===== src/rtl/ferry_planner.sv =====
// Ferry planner: issues the wolf/goat/cabbage crossing plan over a valid/ready
// handshake, mirrors all four bank positions and flags any unsafe bank state.
module ferry_planner #(
    parameter bit ALT_ORDER = 1'b0,
    parameter int STEP_W    = 3
) (
    input  logic              clk,
    input  logic              rst,
    input  logic              start,
    input  logic              abort,
    input  logic              move_ready,
    output logic              move_valid,
    output logic              move_w,
    output logic              move_g,
    output logic              move_c,
    output logic [STEP_W-1:0] step,
    output logic              bank_m,
    output logic              bank_w,
    output logic              bank_g,
    output logic              bank_c,
    output logic              busy,
    output logic              done,
    output logic              violation
);

    typedef enum logic [1:0] {
        IDLE  = 2'd0,
        ISSUE = 2'd1,
        DONE  = 2'd2
    } state_t;

    state_t            state;
    state_t            state_next;
    logic [STEP_W-1:0] step_next;
    logic              m_next;
    logic              w_next;
    logic              g_next;
    logic              c_next;
    logic              violation_next;
    logic              plan_w;
    logic              plan_g;
    logic              plan_c;
    logic              accept;
    logic              unsafe;
    logic [2:0]        plan_idx;

    // The plan has only seven entries, so the low three step bits select the move.
    assign plan_idx = step[2:0];

    always_comb begin
        plan_w = 1'b0;
        plan_g = 1'b0;
        plan_c = 1'b0;
        case (plan_idx)
            3'd0, 3'd3, 3'd6: plan_g = 1'b1;
            3'd2: begin
                if (ALT_ORDER) plan_c = 1'b1;
                else           plan_w = 1'b1;
            end
            3'd4: begin
                if (ALT_ORDER) plan_w = 1'b1;
                else           plan_c = 1'b1;
            end
            default: ;
        endcase
    end

    assign move_valid = (state == ISSUE);
    assign busy       = (state == ISSUE);
    assign done       = (state == DONE);
    assign move_w     = move_valid & plan_w;
    assign move_g     = move_valid & plan_g;
    assign move_c     = move_valid & plan_c;
    assign accept     = move_valid & move_ready;

    assign unsafe = ((bank_w == bank_g) & (bank_g != bank_m)) |
                    ((bank_g == bank_c) & (bank_g != bank_m));

    always_comb begin
        state_next     = state;
        step_next      = step;
        m_next         = bank_m;
        w_next         = bank_w;
        g_next         = bank_g;
        c_next         = bank_c;
        violation_next = violation | unsafe;
        case (state)
            IDLE, DONE: begin
                if (abort) begin
                    state_next = IDLE;
                end else if (start) begin
                    state_next     = ISSUE;
                    step_next      = '0;
                    m_next         = 1'b0;
                    w_next         = 1'b0;
                    g_next         = 1'b0;
                    c_next         = 1'b0;
                    violation_next = 1'b0;
                end
            end
            ISSUE: begin
                // Abort wins over a same-cycle accept: nothing moves.
                if (abort) begin
                    state_next = IDLE;
                end else if (accept) begin
                    m_next    = ~bank_m;
                    step_next = step + STEP_W'(1);
                    if (plan_w) w_next = ~bank_m;
                    if (plan_g) g_next = ~bank_m;
                    if (plan_c) c_next = ~bank_m;
                    if (step == STEP_W'(6)) state_next = DONE;
                end
            end
            default: state_next = IDLE;
        endcase
    end

    always_ff @(posedge clk or posedge rst) begin
        if (rst) begin
            state     <= IDLE;
            step      <= '0;
            bank_m    <= 1'b0;
            bank_w    <= 1'b0;
            bank_g    <= 1'b0;
            bank_c    <= 1'b0;
            violation <= 1'b0;
        end else begin
            state     <= state_next;
            step      <= step_next;
            bank_m    <= m_next;
            bank_w    <= w_next;
            bank_g    <= g_next;
            bank_c    <= c_next;
            violation <= violation_next;
        end
    end

endmodule


===== config.mk =====
export PLATFORM = sky130hd
export DESIGN_NAME = ferry_planner
export DESIGN_NICKNAME = d
export VERILOG_FILES = /design/src/rtl/ferry_planner.sv
export SDC_FILE = /design/constraint.sdc
export NUM_CORES = 1
export LEC_CHECK = 0
export ABC_CLOCK_PERIOD_IN_PS = 1400
export CAP_MARGIN = 20
export CORE_MARGIN = 3
export CORE_UTILIZATION = 43
export CTS_CLUSTER_SIZE = 12
export DETAILED_ROUTE_END_ITERATION = 7
export PLACE_DENSITY = 0.78
export SETUP_SLACK_MARGIN = 0.3
export SYNTH_ARGS = -nofsm -noshare
export SYNTH_HDL_FRONTEND = slang
export SYNTH_SLANG_ARGS = --single-unit

===== constraint.sdc =====
create_clock -name clk -period 1.4 [get_ports clk]
set_input_delay 0.28 -clock clk [delete_from_list [all_inputs] [get_ports clk]]
set_output_delay 0.28 -clock clk [all_outputs]
set_load 0.02 [all_outputs]

==> run summary, run 1 <==
DIE HEIGHT = 43.3 um
# IOs = 19
Die Wd = 43.3 um
H-Tree Depth = 1
Post-Syn Area per Cell = 9.80 um^2
post-CTS setup buffers = 9
Syn Nets = 70
sequential share of the synthesized area = 0.418
IO buf count = 18
Placed Instance Area = 1020 um^2
tool error = [ERROR DPL-0033] detailed placement checks failed during check placement.
CTS Hold Bufs = 0
# clock sinks = 10
pre-CTS setup slack = -0.378 ns
row count = 12
routability cong. = 0.815
gate count of the mapped netlist = 61
synth warn = 0
Detail Placement HPWL = 1.45 mm
root buf cell = clkbuf_4
count of different cell masters after synthesis = 27
Synth Cell Area = 598 um^2
TritonCTS Buffers = 3
Stopped at = clock tree synthesis (4_1_cts)
status = did not finish
CTS Buffer Depth = 2
post-CTS sizing = 95
Initial Utilization = 0.498
FF+latch count, synth = 10
==> logic make-up after synthesis <==
group                    synth area share
AO/OA/AOI/OAI                       0.161
adder cells (fa/ha/maj)            0.0837
buffers and inverters              0.0690
flip-flops                          0.418
multiplexers                       0.0335
AND/OR/NAND/NOR                     0.234
==> metrics by stage <==
step | hold slack (ns) | std cells
after floorplan | 0.120 | 61
after global placement | 0.493 | 108
after detailed placement | 0.515 | 108
==> cell usage after synthesis <==
master / instances / share of area
and3_1: 2 / 0.021
ha_1: 4 / 0.084
o21ai_0: 3 / 0.025
a21oi_1: 3 / 0.025
nand3_2: 1 / 0.017
a211oi_1: 1 / 0.013
or3b_1: 1 / 0.015
inv_1: 9 / 0.056
nand4_1: 1 / 0.010
and4bb_4: 1 / 0.027
mux2i_1: 2 / 0.033
nor2_1: 2 / 0.013
a221oi_1: 1 / 0.015
o31a_1: 1 / 0.015
nand3b_1: 1 / 0.013
and2b_2: 1 / 0.015
a211o_1: 1 / 0.015
nand2b_2: 1 / 0.015
o31ai_1: 1 / 0.013
nand2_1: 5 / 0.031
nor3_1: 1 / 0.0084
buf_4: 1 / 0.013
nand2b_1: 3 / 0.031
o211ai_2: 1 / 0.021
nand4bb_1: 1 / 0.019
o22ai_1: 2 / 0.021
dfrtp_1: 10 / 0.42
==> inputs of run 2 (changes only) <==
CORE_AREA = 3 3 64 66   (was not set)
CORE_MARGIN = not set   (was 3)
CORE_UTILIZATION = not set   (was 43)
CTS_CLUSTER_SIZE = not set   (was 12)
DIE_AREA = 0 0 67 69   (was not set)
PLACE_DENSITY = not set   (was 0.78)
PLACE_DENSITY_LB_ADDON = 0.15   (was not set)
SETUP_SLACK_MARGIN = not set   (was 0.3)
==> run summary, run 2 <==
status = finished, violations left
failing checks = setup timing
Initial Utilization = 0.165
Slowest-stage cell, CP = dfrtp_2
CTS Buffer Depth = 2
sequential share of the synthesized area = 0.418
slowest stage delay, CP = 0.43 ns
vias in the first global route = 610
Die Wd = 67 um
count of final hold-check violations = 0
global-route wire length before repair = 2.99 mm
Post-Syn Area per Cell = 9.80 um^2
Largest Register = step
# IOs = 19
DIE HEIGHT = 69 um
Synth area leaders = dfrtp_1, ha_1, inv_1, mux2i_1, nand2_1
non-filler instance count after layout = 152
routing usage on met3 = 0.0293
worst skew pair latency = 0.24 ns
total gr overflow = 0
routability cong. = 0.738
Synth Cell Area = 598 um^2
EDFF count, synth = 0
worst path buffer plus inverter count = 2
area grow syn2layout = 87.7%
critical-path cell list = inv_2 -> ha_4 -> mux2i_4 -> a21oi_2 -> buf_4
internal reg-to-reg setup slack = -0.12 ns
minimum clock period = 1.60 ns
Top Registers = step: 3 flops, state: 2 flops
Placed Instance Area = 987 um^2
H-Tree Depth = 1
Pwr Density = 1310 nW/um^2
root buf cell = clkbuf_8
commonest non-fill, non-tap cells in the layout = buf_4, dfrtp_1, buf_6, dlygate4sd2_1
antenna cell count = 0
Worst Hold Margin = 0.332 ns
commonest non-fill, non-tap cell in the layout = buf_4
Post-synth ARST share = 1.00
Final nets = 114
DR DRC count = 0
drt initial violations = 7
cell with the most instances after synthesis = dfrtp_1
CTS tree = yes
total core area = 3630 um^2
DRT antenna net count = 0
cell taking the most area after synthesis = dfrtp_1
Data arrival, critical path = 1.32 ns
busiest grt layer = met2
actual slew at the worst max-slew pin = 0.434 ns
routed len/inst = 12.5 um
reg2reg end = bank_g$_DFFE_PP0P_
CP Max Fanout = 4
TritonCTS Buffers = 3
initial antenna violation count = 0
Finish-stage setup viols = 4
VDD IR-drop max = 0.516 mV
Slew Limit Fails = 0
M1 GR Usage = 0.117
Detail Placement HPWL = 1.46 mm
Synth Flop Type = dfrtp_1
gr usage total = 0.0875
clk_skew = 0.0106 ns
Worst slew margin = 0.710
max-cap violation count = 0
count of different cell masters after synthesis = 27
Final Cell Area = 1120 um^2
# clock sinks = 10
WS Path Type = reg2out
Reg2Reg Depth = 8
drt first pass iters = 4
CP delay by family, top = flip-flops
fraction of layout cells with a size suffix above 1 = 0.519
Largest register FFs = 3
row count = 22
Final Cycle Share = 1.14
final worst slack = -0.196 ns
Yosys top cell area share = 0.418
RSZ-0062 raised after global routing = yes
M2 GR Usage = 0.124
placed cells = 146
Pleak = 0.509 nW
reg2reg start = step[1]$_DFFE_PP0P_
Fmax = 626 MHz
IO buf count = 18
Syn Nets = 70
worst min path class = in2async
gate count of the mapped netlist = 61
largest net degree at the start of global routing = 11
clk slew on worst S/H paths = 0.06 ns
crit end category = output port
FF+latch count, synth = 10
total power = 1.47 mW
DR vias = 605
Via density = 3.98
Die Area = 4620 um^2
startpoint types = flop
Req. time, crit path = 1.12 ns
commonest cells in the netlist = dfrtp_1, inv_1, nand2_1, ha_1
routed wire length = 1.90 mm
synth warn = 0
-- run 2: repair_timing --
action	in CTS	in global routing
resized for setup	50	16
hold buffers	0	0
setup endpoints to repair	16	10
pin swaps	1	5
buffers inserted	1	1
-- run 2: power by group --
group | total (mW) | switching [mW] | internal, mW
logic | 0.691 | 0.333 | 0.358
registers | 0.404 | 0.0527 | 0.351
clock network | 0.379 | 0.131 | 0.248
-- run 2: routing by layer --
metal | vias up | wire length (um)
met5 | - | 0
met4 | 0 | 31
met3 | 4 | 92
met2 | 14 | 880
met1 | 284 | 891
li1 | 303 | -
-- run 2: how the worst max path moves through the flow --
| stage | from | to | slack (ns) | cells after the start |
|---|---|---|---|---|
| 6_report | step[1]$_DFFE_PP0P_ | move_g | -0.20 | 5 |
| 5_1_grt | step[1]$_DFFE_PP0P_ | move_g | -0.26 | 5 |
| 4_1_cts | step[1]$_DFFE_PP0P_ | move_g | -0.22 | 5 |
| 3_5_place_dp | step[0]$_DFFE_PP0P_ | move_g | -0.44 | 5 |
| 3_3_place_gp | step[0]$_DFFE_PP0P_ | move_g | -0.39 | 5 |
| 2_1_floorplan | state[1]$_DFFE_PP0P_ | move_c | 0.02 | 3 |
-- run 2: cell families (layout without fill, tap and decap cells) --
kind of cell,count (synthesis),count (layout),share of synthesized area
mux,2,2,0.0335
flops,10,10,0.418
compound gates,14,14,0.161
buf+inv,10,53,0.0690
fa+ha+maj,4,4,0.0837
simple gates,21,21,0.234
-- run 2: cell type report --
type	instances	area, um^2
Multi-Input combinational cell	41	383
Inverter	9	36.3
Tap cell	48	60.1
Fill cell	403	2510
Sequential cell	10	253
Clock buffer	4	55.1
Timing Repair Buffer	40	335
-- run 2: stage by stage --
| step | util | setup WS (ns) | TNS (ns) |
|---|---|---|---|
| finish | 0.309 | -0.196 | -0.582 |
| global route | 0.309 | -0.257 | -0.908 |
| CTS | 0.289 | -0.217 | -0.642 |
| detailed placement | 0.272 | -0.444 | -2.80 |
| global placement | 0.272 | -0.389 | -2.98 |
| floorplan | - | 0.0198 | 0 |
Power figures use the tool's default switching activity.
